[src/rtl/match_window_counter.sv]
// Counts detector pulses over fixed WINDOW-cycle windows and offers each window count on a valid/ready port.
// Optional threshold alarm enabled by defining MATCH_ALARM_EN.
//
// state | meaning
// IDLE  | not counting; wcyc and acc held at 0
// COUNT | counting pulses inside a window; wcyc is the window cycle index
module match_window_counter #(
  parameter int WINDOW = 16,
  parameter int CNT_W  = 8,
  parameter int THRESH = 4
) (
  input  logic             clk,
  input  logic             rst,
  input  logic             en,
  input  logic             z_in,
  input  logic             cnt_ready,
  output logic [CNT_W-1:0] cnt_out,
  output logic             cnt_valid,
  output logic             ovf,
  output logic             dropped,
  output logic             alarm
);

  localparam int WW = $clog2(WINDOW);
  localparam logic [WW-1:0]    WCYC_LAST = WW'(WINDOW - 1);
  localparam logic [CNT_W-1:0] ACC_MAX   = '1;

  typedef enum logic {IDLE, COUNT} state_t;

  state_t           state, state_nxt;
  logic [WW-1:0]    wcyc, wcyc_nxt;
  logic [CNT_W-1:0] acc, acc_nxt, cnt_fin;
  logic             sat, sat_nxt, sat_fin;
  logic             active, win_end, load, accept;

  always_ff @(posedge clk or negedge rst) begin
    if (!rst) begin
      state <= IDLE;
      wcyc  <= '0;
      acc   <= '0;
      sat   <= 1'b0;
    end else begin
      state <= state_nxt;
      wcyc  <= wcyc_nxt;
      acc   <= acc_nxt;
      sat   <= sat_nxt;
    end
  end

  always_comb begin
    state_nxt = state;
    wcyc_nxt  = '0;
    acc_nxt   = '0;
    sat_nxt   = 1'b0;
    active    = 1'b0;
    win_end   = 1'b0;
    cnt_fin   = acc;
    sat_fin   = sat;

    // Count including this cycle's pulse; hold at max and flag the lost increment.
    if (z_in) begin
      if (acc == ACC_MAX) sat_fin = 1'b1;
      else                cnt_fin = acc + 1'b1;
    end

    case (state)
      IDLE: begin
        if (en) begin
          active    = 1'b1;
          state_nxt = COUNT;
        end
      end
      COUNT: begin
        win_end = (wcyc == WCYC_LAST);
        // A window that ends as en drops still completes.
        active  = en || win_end;
        if (!en) state_nxt = IDLE;
      end
      default: state_nxt = IDLE;
    endcase

    if (active && !win_end) begin
      wcyc_nxt = wcyc + 1'b1;
      acc_nxt  = cnt_fin;
      sat_nxt  = sat_fin;
    end
  end

  assign accept = cnt_valid && cnt_ready;
  assign load   = win_end && (!cnt_valid || cnt_ready);

  always_ff @(posedge clk or negedge rst) begin
    if (!rst) begin
      cnt_out   <= '0;
      cnt_valid <= 1'b0;
      ovf       <= 1'b0;
      dropped   <= 1'b0;
    end else begin
      dropped <= win_end && cnt_valid && !cnt_ready;
      if (load) begin
        cnt_out   <= cnt_fin;
        ovf       <= sat_fin;
        cnt_valid <= 1'b1;
      end else if (accept) begin
        cnt_out   <= '0;
        ovf       <= 1'b0;
        cnt_valid <= 1'b0;
      end
    end
  end

`ifdef MATCH_ALARM_EN
  localparam logic [31:0] THRESH_V = 32'(THRESH);

  always_ff @(posedge clk or negedge rst) begin
    if (!rst) begin
      alarm <= 1'b0;
    end else if (load) begin
      alarm <= (32'(cnt_fin) >= THRESH_V);
    end else if (accept) begin
      alarm <= 1'b0;
    end
  end
`else
  assign alarm = 1'b0;
`endif

endmodule

[config.mk]
export PLATFORM = sky130hd
export DESIGN_NAME = match_window_counter
export DESIGN_NICKNAME = d
export VERILOG_FILES = /design/src/rtl/match_window_counter.sv
export SDC_FILE = /design/constraint.sdc
export NUM_CORES = 1
export LEC_CHECK = 0
export ABC_AREA = 1
export CAP_MARGIN = 20
export CORE_MARGIN = 2
export CORE_UTILIZATION = 45
export DETAILED_ROUTE_END_ITERATION = 10
export PLACE_DENSITY = 0.7
export SYNTH_ARGS = -nofsm -noshare
export SYNTH_HDL_FRONTEND = slang
export SYNTH_SLANG_ARGS = --single-unit
[constraint.sdc]
create_clock -name clk -period 1.23 [get_ports clk]
set_input_delay 0.246 -clock clk [delete_from_list [all_inputs] [get_ports clk]]
set_output_delay 0.246 -clock clk [all_outputs]
set_load 0.05 [all_outputs]
Word-level counts from Yosys, hierarchy flattened

Index checks and enable logic that the tools add are counted.

Equality and inequality tests: 2
Shift-type cells: 0
Multipliers: 0
Add/subtract/negate cells: 2
Bitwise logic cells: 1
Multiplexer cells: 15
Magnitude comparators: 0
Reduce and logical (&&, ||, !) cells: 11
Divide/modulo/power cells: 0

Operators by type and width:

| operator                                     | count |
|---|---|
| two-way mux 8 bit                            | 5 |
| adder 8 x 1 -> 8 bit (second input constant) | 1 |
| equality test 8 bit (second input constant)  | 1 |
| two-way mux 1 bit                            | 8 |
| logical AND 1 bit                            | 5 |
| adder 4 x 1 -> 4 bit (second input constant) | 1 |
| equality test 4 bit (second input constant)  | 1 |
| two-way mux 4 bit                            | 1 |
| zero test 1 bit                              | 3 |
| logical OR 1 bit                             | 2 |
| one-hot mux 1 bit (2 select lines)           | 1 |
| nonzero test 2 bit                           | 1 |
| NOT 1 bit                                    | 1 |

Bits in latches: 0
Memories: 0
RAM bits: 0
ROM bits: 0
Register bits after elaboration: 25
Input bits: 5

Longest topological paths before layout

Gate-level depths: netlist of the first run.

Depth after elaboration: 5
Mapped depth: 9
Gate-level depth less buffers: 9

Least setup slack after synthesis of the first run

Ideal clock, no wire load.

Kind: register to register
Start: reg cnt_valid
End: reg cnt_out[6]
Stages on the path, launching flop included: 7
Required time: 1.154 ns
Setup time: 0.076 ns
Clock period less this slack: 1.325 ns
Arrival: 1.249 ns
Slack: -0.095 ns
Buffers on the path: 0
Cells stage by stage: dfrtp_1 inv_1 nor2_2 inv_1 o21ai_2 nand2_1 o21ai_1

Word-level cells in the longest chain between the ends: 4
Elaborated cells between the ends (all ways): 6

RTL lines:

| element                                                 | RTL line | source |
|---|---|---|
| start, declared                                         | 18       | `output logic cnt_valid,` |
| start signal, assigned                                  | 95       | `cnt_valid <= 1'b0;` |
| start signal, assigned                                  | 103      | `cnt_valid <= 1'b1;` |
| start signal, assigned                                  | 107      | `cnt_valid <= 1'b0;` |
| zero test 1 bit                                         | 90       | `assign load = win_end && (!cnt_valid \|\| cnt_ready);` |
| logical OR 1 bit                                        | 90       |  |
| logical AND 1 bit                                       | 90       |  |
| two-way mux 8 bit or nonzero test 2 bit (tied branches) | -        |  |
| end signal, assigned                                    | 101      | `cnt_out <= cnt_fin;` |
| end, declared                                           | 17       | `output logic [CNT_W-1:0] cnt_out,` |

Several ways; a longest one is shown, not always the timed one.
A chain may end at the register's enable or synchronous reset.

Worst setup path in the final report of the first run

Start: reg acc[0]
End: reg cnt_out[3]

Word-level cells in the longest chain between the ends: 4
Elaborated cells between the ends (all ways): 5

RTL lines:

| element                                                     | RTL line | source |
|---|---|---|
| start, declared                                             | 32       | `logic [CNT_W-1:0] acc, acc_nxt, cnt_fin;` |
| start signal, assigned                                      | 45       | `acc <= acc_nxt;` |
| adder 8 x 1 -> 8 bit or equality test 8 bit (tied branches) | 63, 62   |  |
| two-way mux 8 bit (*)                                       | 62       | `if (acc == ACC_MAX) sat_fin = 1'b1;` |
| two-way mux 8 bit (*)                                       | 61       | `if (z_in) begin` |
| two-way mux 8 bit (*)                                       | 100      | `if (load) begin` |

Every way passes the cells marked *; elsewhere a longest branch is shown, timed or not.

==> flow_summary.yaml, run 1 <==
floorplanning:
  io-pin-count: 17
  die_area_sq_um: 3090
  initial_utilization_pct: 47.8
  die_h_microns: 55.6
  rows: 18
  core_area_sq_um: 2500
  fp.dieW_microns: 55.6
timing:
  rsz0062_at_grt: "yes"
  finalSetupViolations: 18
  maxSlewViolCount: 0
  hold_viol: 0
  hold_slack_ps: 254
  max_freq_mhz: 762
  min_period_over_period_pct: 107
  min_period_ps: 1310
  clock-skew-final_ps: 1.95
  setup_slack_ps: -81.7
finish:
  fin_nets: 184
  fin_cells: 206
  num_antenna_cells: 0
  drive_gt1_share_pct: 35.2
  stdcell_area_sq_um: 1750
  mostFrequentLayoutCell: "nand2_1"
  syn_to_final_growth_pct: 46.1
  final_cell_mix: "nand2_1, dfrtp_1, inv_1"
global_routing:
  overflow: 0
  grt-busiest-layer: "met2"
  track_usage_pct: 17.6
  grt_max_degree: 26
  met1_usage_pct: 24.9
  antenna_found_initial: 0
  grt_pass1_vias: 955
  grt_pass1_wl_microns: 4310
  grt_util_met3_pct: 1.41
  grtUsageMet2_pct: 28.1
placement:
  portBuffers: 15
  dpl_cell_area_sq_um: 1580
  gp_congestion: 0.822
  dp_hpwl_microns: 1810
  dp.cells: 198
setup_path:
  cp.arrival_ps: 1530
  crit_path_max_fanout: 6
  timing.rr.start: "acc[0]"
  end_kind: "register"
  critical_path_required_ps: 1450
  critical_path_class: "reg -> reg"
  rr_worst_depth: 7
  reg2reg_slack_ps: -80
  worstSetupStartpointType: "register"
  r2r-end: "cnt_out[3]"
route:
  drtAntennaViolNets: 0
  drt-wirelength-per-cell_microns: 13.0
  firstDrtPassIters: 4
  drcViolationCount: 0
  drt_iter0_markers: 41
  vias_per_cell: 4.92
  num_vias: 1013
  totalWireLength_microns: 2680
synth:
  synth_seq_cells: 25
  yosysWarnings: 0
  yosysSeqAreaShare_pct: 52.3
  synth_area_per_cell_sq_um: 8.36
  yosysUniqueCellTypes: 23
  netlist_area_sq_um: 1200
  synthCells: 143
  synth_nets: 150
cts:
  htreeDepth: 1
  cts_tree: "done"
  cts.sinks: 25
  clockBufferDepth: 2
  ctsHoldBuffers: 0
  cts-root-buf: "clkbuf_4"
  clock_latency_ps: 320
  numCtsBuffers: 3
  path_clk_slew_ps: 130
pwr:
  power_w: 0.00141
  p_per_area_nw_per_um2: 808
  ir_drop_mv: 0.849
  p_leak_nw: 0.896
run:
  cap_violations: 0
worst_hold_path:
  hold_class: "in -> async"
status:
  violations: "setup timing"
  status: "finished, violations left"
[registers in the layout, summed over array words and instances (netlist names)]
| signal | count |
|---|---|
| dropped | 1 |
| ovf | 1 |
| sat | 1 |
| cnt_valid | 1 |
| acc | 8 |
| wcyc | 4 |
| state | 1 |
| cnt_out | 8 |
[what timing repair did]
| action | 4_1_cts | 5_1_grt |
|---|---|---|
| pin swaps | 12 | 15 |
| gates cloned | 1 | 0 |
| setup buffers | 1 | 2 |
| endpoints found under the setup margin | 21 | 24 |
| gates resized for setup | 11 | 20 |
[routing by layer]
layer  part of all wire [%]  up-vias
li1                       -      507
met1                     44      483
met2                     51       15
met3                    1.7        8
met4                    2.4        0
met5                      0        -
[per-stage QoR]
| stage | setup slack, ps | setup TNS (ps) | utilization, % |
|---|---|---|---|
| after detailed placement | -239 | -3360 | 63.2 |
| after global routing | -168 | -2700 | 69.9 |
| after CTS | -66.3 | -724 | 66.4 |
| final | -81.7 | -580 | 69.9 |
| after floorplan | -36.0 | -348 | - |
| after global placement | -202 | -2480 | 63.2 |
[power by group]
part | internal [W] | switching [W] | total [W] | leakage, nW
Clock | 0.000127 | 0.000239 | 0.000366 | 0.0150
Sequential | 0.000843 | 0.0000208 | 0.000863 | 0.339
Combinational | 0.0000824 | 0.000100 | 0.000183 | 0.542
Total | 0.00105 | 0.000360 | 0.00141 | 0.896
[cells by family after synthesis]
kind of cell               Yosys count  share of synthesized area, %
AOI/OAI and AO/OA                   10                          4.50
xor gates and xnor gates             3                          2.20
adders and majority gates            2                          2.09
buffers and inverters               22                          7.85
DFF                                 25                          52.3
other                                1                         0.314
and+or+nand+nor                     80                          30.8
[worst max-delay path: stages (launching register included)]
cell and delay (ps):
dfrtp_1 440, ha_4 200, nand2_4 90, nor2_4 40, nand2_4 100, nand4_1 140, nand3_1 130, nand2_1 70
[worst max-delay path by stage]
| stage | startpoint | end | slack (ps) | cells after the start |
|---|---|---|---|---|
| floorplan | wcyc[0] | cnt_out[6] | -40 | 8 |
| global placement | z_in | cnt_out[4] | -200 | 7 |
| detailed placement | z_in | cnt_out[7] | -240 | 7 |
| CTS | wcyc[1] | ovf | -70 | 8 |
| global route | acc[0] | cnt_out[3] | -170 | 8 |
| finish | acc[0] | cnt_out[3] | -80 | 7 |
[Yosys cell counts]
cell,count,area [sq um]
xor2_1,1,8.76
inv_1,17,63.8
nand2_2,2,12.5
nand3_4,1,17.5
nand2_1,43,161
ha_1,2,25.0
dfrtp_1,25,626
nand3_1,10,50.1
o21ai_1,3,15.0
nor2_2,2,12.5
nand3_2,2,20.0
xnor2_1,2,17.5
nor2_1,16,60.1
o21ai_2,1,8.76
nor2_4,2,22.5
buf_4,1,7.51
o21ai_0,3,15.0
nand4_1,1,6.26
inv_2,3,11.3
a21oi_1,3,15.0
buf_6,1,11.3
nor3_1,1,5.00
conb_1,1,3.75
[cell type report]
type / count / area (sq um)
multi-input combinational: 97 / 592
tap: 30 / 37.5
timing repair buffer: 30 / 385
clock buffer: 4 / 26.3
sequential: 25 / 627
inverter: 20 / 80.1
fill: 206 / 752
(Power assumes the default switching activity.)
==> inputs of run 2 (changes only) <==
--- a/config.mk
+++ b/config.mk
@@ -9,6 +9,7 @@
 export CAP_MARGIN = 20
 export CORE_MARGIN = 2
 export CORE_UTILIZATION = 45
+export CTS_CLUSTER_DIAMETER = 60
 export DETAILED_ROUTE_END_ITERATION = 10
 export PLACE_DENSITY = 0.7
 export SYNTH_ARGS = -nofsm -noshare
==> results of run 2 <==
No change in the layout: final DEF, timing and power equal those of run 1.
==> inputs of run 3 (changes only) <==
--- a/config.mk
+++ b/config.mk
@@ -8,10 +8,11 @@
 export ABC_AREA = 1
 export CAP_MARGIN = 20
 export CORE_MARGIN = 2
-export CORE_UTILIZATION = 45
+export CORE_UTILIZATION = 47
 export CTS_CLUSTER_DIAMETER = 60
 export DETAILED_ROUTE_END_ITERATION = 10
-export PLACE_DENSITY = 0.7
+export PLACE_DENSITY = 0.73
+export SLEW_MARGIN = 30
 export SYNTH_ARGS = -nofsm -noshare
 export SYNTH_HDL_FRONTEND = slang
 export SYNTH_SLANG_ARGS = --single-unit
==> run 3 against run 2 <==
Effect of this change: sequential share of layout area unchanged; register-to-register slack worse by 40 ps; combinational power up 4%; the run still ends with setup timing left; setup slack worse by 44 ps; worst hold slack worse by 1.2 ps; die area down 4.0%; power up 0.15%; highest routed layer unchanged; core utilization up 1.3 points; via count up 3.1%; largest cell class unchanged.
==> flow_summary.yaml, run 3 (synthesized netlist as in run 1, its figures left out) <==
status:
  status: "finished, violations left"
  violations: "setup timing"
route:
  drcViolationCount: 0
  drt_iter0_markers: 26
  drt-wirelength-per-cell_microns: 12.6
  firstDrtPassIters: 4
  num_vias: 1044
  totalWireLength_microns: 2610
  vias_per_cell: 5.02
  drtAntennaViolNets: 0
setup_path:
  critical_path_class: "reg -> reg"
  crit_path_max_fanout: 4
  cp_slowest_cell: "dfrtp_1"
  path_cells: "ha_2 -> nand2_2 -> inv_2 -> nand3_4 -> buf_12 -> nor2_4 -> buf_6 -> nand2_1 -> nand2_1"
  path_common_cell: "nand2_1"
  r2r-end: "cnt_out[5]"
  worstSetupStartpointType: "register"
  end_kind: "register"
  critical_path_required_ps: 1490
  timing.rr.start: "wcyc[0]"
  rr_worst_depth: 9
  slowest_delay_ps: 380
  reg2reg_slack_ps: -130
  cp.arrival_ps: 1620
finish:
  syn_to_final_growth_pct: 46.1
  final_cell_mix: "nand2_1, dfrtp_1, inv_1"
  fin_nets: 186
  reg_top3: "acc x8, cnt_out x8, wcyc x4"
  mostFrequentLayoutCell: "nand2_1"
  stdcell_area_sq_um: 1750
  num_antenna_cells: 0
  drive_gt1_share_pct: 35.4
cts:
  cts.sinks: 25
  htreeDepth: 1
  clock_latency_ps: 320
  numCtsBuffers: 3
  ctsHoldBuffers: 0
  clockBufferDepth: 2
  cts-root-buf: "clkbuf_4"
  path_clk_slew_ps: 130
  cts_tree: "done"
global_routing:
  overflow: 0
  grt_pass1_wl_microns: 4070
  track_usage_pct: 20.1
  grt_max_degree: 26
  grt_pass1_vias: 950
  antenna_found_initial: 0
floorplanning:
  die_h_microns: 54.4
  fp.dieW_microns: 54.4
  die_area_sq_um: 2960
  rows: 18
  core_area_sq_um: 2450
  initial_utilization_pct: 48.7
  io-pin-count: 17
pwr:
  p_per_area_nw_per_um2: 809
  ir_drop_mv: 0.712
  p_leak_nw: 0.859
  power_w: 0.00141
placement:
  portBuffers: 15
  dp_hpwl_microns: 1840
  dpl_cell_area_sq_um: 1590
  gp_congestion: 0.791
timing:
  min_period_ps: 1360
  min_period_over_period_pct: 110
  hold_slack_ps: 253
  clock-skew-final_ps: 8.06
  finalSetupViolations: 21
  maxSlewViolCount: 0
  setup_slack_ps: -126
  max_freq_mhz: 738
  rsz0062_at_grt: "yes"
  fin_setup_tns_ps: -1780
  hold_viol: 0
run:
  cap_violations: 0
worst_hold_path:
  hold_class: "in -> async"
-- run 3: changes by cell type in the layout (fill, tap and decap cells not counted), sizes merged --
cell	change
buf	+1
clkbuf	-1
clkinv	+1
clkinvlp	+1
-- run 3: repair_timing --
item / CTS / global route
buffers inserted: 2 / 2
endpoints found under the setup margin: 21 / 23
pin swaps: 13 / 4
resized for setup: 14 / 11
gates cloned: 2 / 0
-- run 3: worst max path at each step --
| stage | depth (start not counted) | slack (ps) | from | endpoint |
|---|---|---|---|---|
| final | 9 | -130 | wcyc[0] | cnt_out[5] |
| after global routing | 8 | -200 | wcyc[1] | wcyc[0] |
| after CTS | 9 | -140 | wcyc[1] | cnt_out[7] |
| after detailed placement | 8 | -240 | wcyc[0] | cnt_out[6] |
| after global placement | 6 | -220 | z_in | cnt_out[5] |
| after floorplan | 8 | -40 | wcyc[0] | cnt_out[6] |
-- run 3: final cells by class --
| class | count | area [sq um] |
|---|---|---|
| timing repair inverter | 1 | 7.51 |
| inverter | 20 | 77.6 |
| timing repair buffer | 31 | 417 |
| fill | 185 | 707 |
| sequential | 25 | 627 |
| tap | 30 | 37.5 |
| clock buffer | 3 | 22.5 |
| multi-input combinational | 97 | 554 |
| clock inverter | 1 | 5.00 |
-- run 3: per-layer routing --
| metal | GRT usage, % | vias up | part of all wire [%] |
|---|---|---|---|
| met5 | 0 | - | 0 |
| met4 | 12.9 | 0 | 3.6 |
| met3 | 1.91 | 10 | 4.1 |
| met2 | 31.7 | 33 | 51 |
| met1 | 26.4 | 491 | 41 |
| li1 | - | 510 | - |
-- run 3: metrics by stage --
step	util (%)	std cells	setup WS, ps
after global placement	64.8	198	-218
after detailed placement	64.8	198	-244
final	71.2	208	-126
after floorplan	-	143	-36.0
after global routing	71.2	208	-203
after CTS	68.8	206	-140
-- run 3: power breakdown --
group | internal, W | total (W) | switching (W)
clock | 0.000122 | 0.000360 | 0.000238
sequential | 0.000843 | 0.000863 | 0.0000205
combinational | 0.0000885 | 0.000190 | 0.000102
-- run 3: critical path: cells and delay by family (launching register included) --
kind,cells,cell delay (ps)
flops,1,380
simple gates,5,390
buf+inv,3,350
fa+ha+maj,1,190
